File: src/rtl/regfile_seq_pkg.sv
// Shared definitions for the register-file instruction sequencer.
//   - opcode constants
//   - FSM state encoding
//   - instruction field positions
//   - opcode classification helpers
package regfile_seq_pkg;

  localparam logic [3:0] OP_NOP = 4'd0;
  localparam logic [3:0] OP_MOV = 4'd1;
  localparam logic [3:0] OP_ADD = 4'd2;
  localparam logic [3:0] OP_SUB = 4'd3;
  localparam logic [3:0] OP_AND = 4'd4;
  localparam logic [3:0] OP_OR  = 4'd5;
  localparam logic [3:0] OP_XOR = 4'd6;
  localparam logic [3:0] OP_LDI = 4'd7;
  localparam logic [3:0] OP_SHL = 4'd8;
  localparam logic [3:0] OP_SHR = 4'd9;

  // Instruction field positions (MSB of each field)
  localparam int OP_MSB   = 15;
  localparam int DEST_MSB = 11;
  localparam int SRCA_MSB = 8;
  localparam int SRCB_MSB = 5;
  localparam int IMM_MSB  = 7;

  typedef enum logic [1:0] {
    ST_IDLE  = 2'd0,
    ST_READ  = 2'd1,
    ST_EXEC  = 2'd2,
    ST_WRITE = 2'd3
  } state_t;

  // Opcodes that produce a flag-updating ALU result.
  function automatic logic is_alu_op(input logic [3:0] op);
    return (op == OP_ADD) || (op == OP_SUB) || (op == OP_AND) ||
           (op == OP_OR)  || (op == OP_XOR) || (op == OP_SHL) ||
           (op == OP_SHR);
  endfunction

  // Opcodes that write a destination register (everything legal but NOP).
  function automatic logic writes_reg(input logic [3:0] op);
    return (op != OP_NOP) && (op <= OP_SHR);
  endfunction

endpackage

File: src/rtl/regfile_sequencer_alu.sv
// seq_alu: combinational 8-bit ALU for the register-file sequencer.
// Ports:
//   op            in  4  opcode
//   a, b          in  8  captured operands
//   imm           in  8  immediate (LDI)
//   result        out 8  operation result (0 for NOP/illegal)
//   carry         out 1  carry / borrow / shifted-out bit, 0 for logic ops
//   updates_flags out 1  op is one that updates Z/C
//   illegal       out 1  opcode outside the defined set
module seq_alu
  import regfile_seq_pkg::*;
(
  input  logic [3:0] op,
  input  logic [7:0] a,
  input  logic [7:0] b,
  input  logic [7:0] imm,
  output logic [7:0] result,
  output logic       carry,
  output logic       updates_flags,
  output logic       illegal
);

  logic [8:0] sum;
  logic [8:0] diff;

  assign sum  = {1'b0, a} + {1'b0, b};
  // Bit 8 of the 9-bit difference is set exactly when a < b.
  assign diff = {1'b0, a} - {1'b0, b};

  assign updates_flags = is_alu_op(op);
  assign illegal       = (op > OP_SHR);

  always_comb begin
    result = 8'h00;
    carry  = 1'b0;
    case (op)
      OP_MOV: result = a;
      OP_ADD: begin
        result = sum[7:0];
        carry  = sum[8];
      end
      OP_SUB: begin
        result = diff[7:0];
        carry  = diff[8];
      end
      OP_AND: result = a & b;
      OP_OR:  result = a | b;
      OP_XOR: result = a ^ b;
      OP_LDI: result = imm;
      OP_SHL: begin
        result = {a[6:0], 1'b0};
        carry  = a[7];
      end
      OP_SHR: begin
        result = {1'b0, a[7:1]};
        carry  = a[0];
      end
      default: begin
        result = 8'h00;
        carry  = 1'b0;
      end
    endcase
  end

endmodule

File: src/rtl/regfile_sequencer.sv
// regfile_sequencer: multi-cycle sequencer driving the control side of an
// 8x8-bit register file. One instruction per valid/ready handshake, then
// READ (selects out) -> EXEC (operands held) -> WRITE (LD/DONE, result out).
// Ports:
//   CLK, RESET_N          clock, async active-low reset
//   INSTR, INSTR_VALID    instruction input, INSTR_READY back-pressure
//   SA, SB, DR            register file read/write selects
//   LD, D_OUT             register file load strobe and write data
//   DATA_A, DATA_B        register file combinational read data
//   DONE, ERR             retire pulse, illegal-opcode pulse
//   FLAG_Z, FLAG_C        zero / carry flags
//
// state | meaning
// IDLE  | waiting for an instruction, ready
// READ  | SA/SB driven, register file data valid at end of cycle
// EXEC  | operands held, ALU result captured at end of cycle
// WRITE | LD/DONE/ERR asserted, ready for next instruction
module regfile_sequencer
  import regfile_seq_pkg::*;
(
  input  logic        CLK,
  input  logic        RESET_N,
  input  logic [15:0] INSTR,
  input  logic        INSTR_VALID,
  output logic        INSTR_READY,
  output logic [2:0]  SA,
  output logic [2:0]  SB,
  output logic [2:0]  DR,
  output logic        LD,
  output logic [7:0]  D_OUT,
  input  logic [7:0]  DATA_A,
  input  logic [7:0]  DATA_B,
  output logic        DONE,
  output logic        FLAG_Z,
  output logic        FLAG_C,
  output logic        ERR
);

  state_t     state_q, state_d;
  logic [3:0] op_q;
  logic [7:0] imm_q;
  logic [2:0] sa_q, sb_q, dr_q;
  logic [7:0] opa_q, opb_q;
  logic [7:0] dout_q;
  logic       fz_q, fc_q;

  logic       hs;
  logic [7:0] alu_result;
  logic       alu_carry;
  logic       alu_upd;
  logic       alu_illegal;

  assign INSTR_READY = (state_q == ST_IDLE) || (state_q == ST_WRITE);
  assign hs          = INSTR_VALID && INSTR_READY;

  always_comb begin
    state_d = state_q;
    case (state_q)
      ST_IDLE:  if (hs) state_d = ST_READ;
      ST_READ:  state_d = ST_EXEC;
      ST_EXEC:  state_d = ST_WRITE;
      ST_WRITE: state_d = hs ? ST_READ : ST_IDLE;
      default:  state_d = ST_IDLE;
    endcase
  end

  always_ff @(posedge CLK or negedge RESET_N) begin
    if (!RESET_N) state_q <= ST_IDLE;
    else          state_q <= state_d;
  end

  seq_alu u_alu (
    .op            (op_q),
    .a             (opa_q),
    .b             (opb_q),
    .imm           (imm_q),
    .result        (alu_result),
    .carry         (alu_carry),
    .updates_flags (alu_upd),
    .illegal       (alu_illegal)
  );

  // Selects are loaded straight from INSTR at the handshake so they are
  // already valid during the READ cycle; they hold until the next handshake.
  always_ff @(posedge CLK or negedge RESET_N) begin
    if (!RESET_N) begin
      op_q   <= OP_NOP;
      imm_q  <= 8'h00;
      sa_q   <= 3'd0;
      sb_q   <= 3'd0;
      dr_q   <= 3'd0;
      opa_q  <= 8'h00;
      opb_q  <= 8'h00;
      dout_q <= 8'h00;
      fz_q   <= 1'b0;
      fc_q   <= 1'b0;
    end else begin
      if (hs) begin
        op_q  <= INSTR[OP_MSB -: 4];
        imm_q <= INSTR[IMM_MSB -: 8];
        dr_q  <= INSTR[DEST_MSB -: 3];
        sa_q  <= INSTR[SRCA_MSB -: 3];
        sb_q  <= INSTR[SRCB_MSB -: 3];
      end
      if (state_q == ST_READ) begin
        opa_q <= DATA_A;
        opb_q <= DATA_B;
      end
      if (state_q == ST_EXEC) begin
        dout_q <= alu_result;
        if (alu_upd) begin
          fz_q <= (alu_result == 8'h00);
          fc_q <= alu_carry;
        end
      end
    end
  end

  assign SA     = sa_q;
  assign SB     = sb_q;
  assign DR     = dr_q;
  assign D_OUT  = dout_q;
  assign FLAG_Z = fz_q;
  assign FLAG_C = fc_q;

  // op_q is stable throughout WRITE, so these strobes come from registers only.
  assign DONE = (state_q == ST_WRITE);
  assign LD   = DONE && writes_reg(op_q);
  assign ERR  = DONE && alu_illegal;

endmodule

File: config.mk
export PLATFORM = sky130hd
export DESIGN_NAME = regfile_sequencer
export DESIGN_NICKNAME = d
export VERILOG_FILES = /design/src/rtl/regfile_seq_pkg.sv /design/src/rtl/regfile_sequencer_alu.sv /design/src/rtl/regfile_sequencer.sv
export SDC_FILE = /design/constraint.sdc
export NUM_CORES = 1
export LEC_CHECK = 0
export BUFFER_PORTS_ARGS = -buffer_cell sky130_fd_sc_hd__buf_2
export CORE_ASPECT_RATIO = 0.6
export CORE_UTILIZATION = 43
export DETAILED_ROUTE_END_ITERATION = 8
export PLACE_DENSITY = 0.64
export SYNTH_ARGS = -nofsm -noshare
export SYNTH_HDL_FRONTEND = slang
export SYNTH_SLANG_ARGS = --single-unit
File: constraint.sdc
create_clock -name CLK -period 2.9 [get_ports CLK]
set_clock_uncertainty 0.05 [all_clocks]
set_input_delay 0.725 -clock CLK [delete_from_list [all_inputs] [get_ports CLK]]
set_output_delay 0.725 -clock CLK [all_outputs]
set_load 0.03 [all_outputs]
==> results.cfg <==
[place]
port_buffers = 57
hpwl_mm = 6.75
gp_congestion = 0.984

[clock_network]
cts_made_buffers = 5
clock_latency_ps = 290
clock_sinks = 44
post_cts_buffers = 0
cts_tree = built
cts-root-buf = clkbuf_16
clockBufferDepth = 2
cts.htree.levels = 2
clk_pin_slew_ps = 60
ctsHoldBuffers = 0

[worst_hold_path]
min_path_type = reg -> reg

[setup_path]
timing.rr.start = opa_q[3]
crit_family = compound AO/OA/AOI/OAI gates
worstReg2RegEnd = FLAG_Z
crit_end = FLAG_Z
cpMaxStageDelayCell = ha_1
critPathArrivalTime_ps = 2770
worstPathMaxFanout = 12
crit_chain = inv_1, ha_1, nand2_1, o31ai_1, a211oi_1, o311ai_1, xor2_1, a21oi_1, a41o_1
cp-start-kind = flip-flop
worst_ep_required_time_ps = 3030
rrSetupSlack_ps = 260
critPathKind = reg -> reg
critPathBufInv = 1
critical_path.max_stage_delay_ps = 570
critical_path_cell_count = 9
reg2reg_depth = 9
startpoint = opa_q[3]
endpoint_kind = flip-flop

[layout]
area_growth_pct = 14.0
final-seq-area_sq_mm = 0.00110
num-fill-cells = 726
antennaDiodeCount = 0
drive_gt1_share_pct = 23.2
multi_input_area_sq_mm = 0.00194
nNetsFinal = 497

[global_route]
grt_pass1_vias = 2715
antenna_found_initial = 0
gr-total-overflow = 0
grt_usage_pct = 23.2
grt_max_degree = 45
grt_pass1_wl_mm = 14.4

[floorplan]
core_area_sq_mm = 0.00739
ioPinCount = 58
dieHeight_microns = 70.3
fp.dieW_microns = 116
dieArea_sq_mm = 0.00815
start_util_pct = 45.3
num_rows = 24

[synthesis]
synth_cell_types = 62
avgSynthCellArea_sq_um = 8.69
yosysMostFrequentCell = dfrtp_1
ys_warn_count = 0
synth_edf_count = 0
synth.top_cells.by_count = dfrtp_1, o21ai_0, nand2_1
ys_ff_latch = 44
syn_nets = 451
synth_cells = 385
synth_area_sq_mm = 0.00335
synth_seq_area_share_pct = 32.9
ys_async_sr_fraction_pct = 100
ys.flop_type = dfrtp_1
ys_top_cells_by_area = dfrtp_1, ha_1, o21ai_0
yosys.area.top_type = dfrtp_1
yosysTopAreaCellShare_pct = 32.9

[sta]
rsz0062_at_grt = no
setup_viol = 0
slew_violations = 0
finalHoldViolCount = 0
totalNegativeSetupSlack_ps = 0
worstMarginPinSlew_ps = 621
fmax_mhz = 378
relSlewSlack_pct = 58.5
min_period_over_period_pct = 91.2
period_needed_ps = 2640

[route]
num_vias = 2993
drtAntennaViolNets = 0
routedWlPerCell_microns = 16.5
wirelength_mm = 8.83
route.detailed.drc = 0
vias_per_cell = 5.59
drtIter0Drc = 212
drt_first_pass_iters = 5

[run_status]
status = complete, no violations

[job]
cap_violations = 0
how the worst min path moves through the flow:
stage,from,endpoint,slack (ps),depth (start not counted)
after floorplan,RESET_N,DR[0],380,0
after CTS,DR[0],DR[0],460,1
after detailed placement,DR[0],DR[0],450,1
after global routing,DR[2],DR[2],470,1
after global placement,SA[2],SA[2],430,1
final,DR[0],DR[0],450,1
logic make-up after synthesis:
| group | Yosys count | synth area share (%) |
|---|---|---|
| compound gates | 117 | 22.2 |
| xor+xnor | 8 | 2.09 |
| fa+ha+maj | 31 | 12.0 |
| buf+inv | 65 | 9.31 |
| flops | 44 | 32.9 |
| mux | 22 | 7.55 |
| simple gates | 98 | 13.9 |
sequential cells by signal, indices dropped and copies added, names as in the netlist:
register,count
DR,3
op_q,4
SA,2
FLAG_C,1
opa_q,8
D_OUT,8
FLAG_Z,1
state_q,2
opb_q,8
imm_q,7
area by class of cell:
| cell class | instances | area share [%] |
|---|---|---|
| inverters | 35 | 3.44 |
| flip-flops and latches | 44 | 28.9 |
| clock inverters | 2 | 0.328 |
| well taps | 104 | 3.41 |
| clock buffers | 5 | 3.28 |
| repair buffers | 69 | 9.84 |
| multi-input cells | 276 | 50.9 |
stage by stage:
| stage | instance area [sq um] | util (%) | hold WS [ps] | cells | setup slack (ps) |
|---|---|---|---|---|---|
| final | 3820 | 51.7 | 454 | 535 | 256 |
| after global routing | 3820 | 51.7 | 473 | 535 | 75.6 |
| after CTS | 3810 | 51.6 | 462 | 535 | 151 |
| after detailed placement | 3670 | 49.7 | 445 | 528 | 170 |
| after global placement | 3670 | 49.7 | 433 | 528 | 195 |
| after floorplan | 3350 | - | 379 | 385 | 543 |
what timing repair did:
action / CTS / global route
endpoints found under the setup margin: 0 / 1
endpoints found under the hold margin: 0 / 0
resized for setup: 0 / 1
placed cells by master (no fill, tap or decap), types with 3 or more instances in the layout:
| master | count |
|---|---|
| nor2_1 | 29 |
| a21oi_1 | 31 |
| nand2b_1 | 7 |
| o21ai_0 | 37 |
| nand3_1 | 4 |
| xnor2_1 | 4 |
| buf_4 | 12 |
| mux2i_1 | 5 |
| nand2_1 | 36 |
| a21o_1 | 3 |
| clkbuf_16 | 5 |
| a221oi_1 | 3 |
| buf_2 | 57 |
| mux2_2 | 16 |
| nor3_1 | 4 |
| a22oi_1 | 3 |
| o21a_1 | 4 |
| a31oi_1 | 3 |
| a211oi_1 | 4 |
| o22ai_1 | 3 |
| inv_1 | 35 |
| dfrtp_1 | 44 |
| xor2_1 | 4 |
| nor2b_1 | 3 |
| ha_1 | 29 |
layer usage:
layer | up-vias | track usage (%) | wire [microns]
met5 | - | 0 | 0
met4 | 0 | 3.42 | 48
met3 | 9 | 5.12 | 714
met2 | 146 | 31.4 | 3460
met1 | 1412 | 37.1 | 4610
li1 | 1426 | - | -
Power is not shown: default switching activity piles up to over one toggle a cycle in this logic, so the estimate is an artifact.
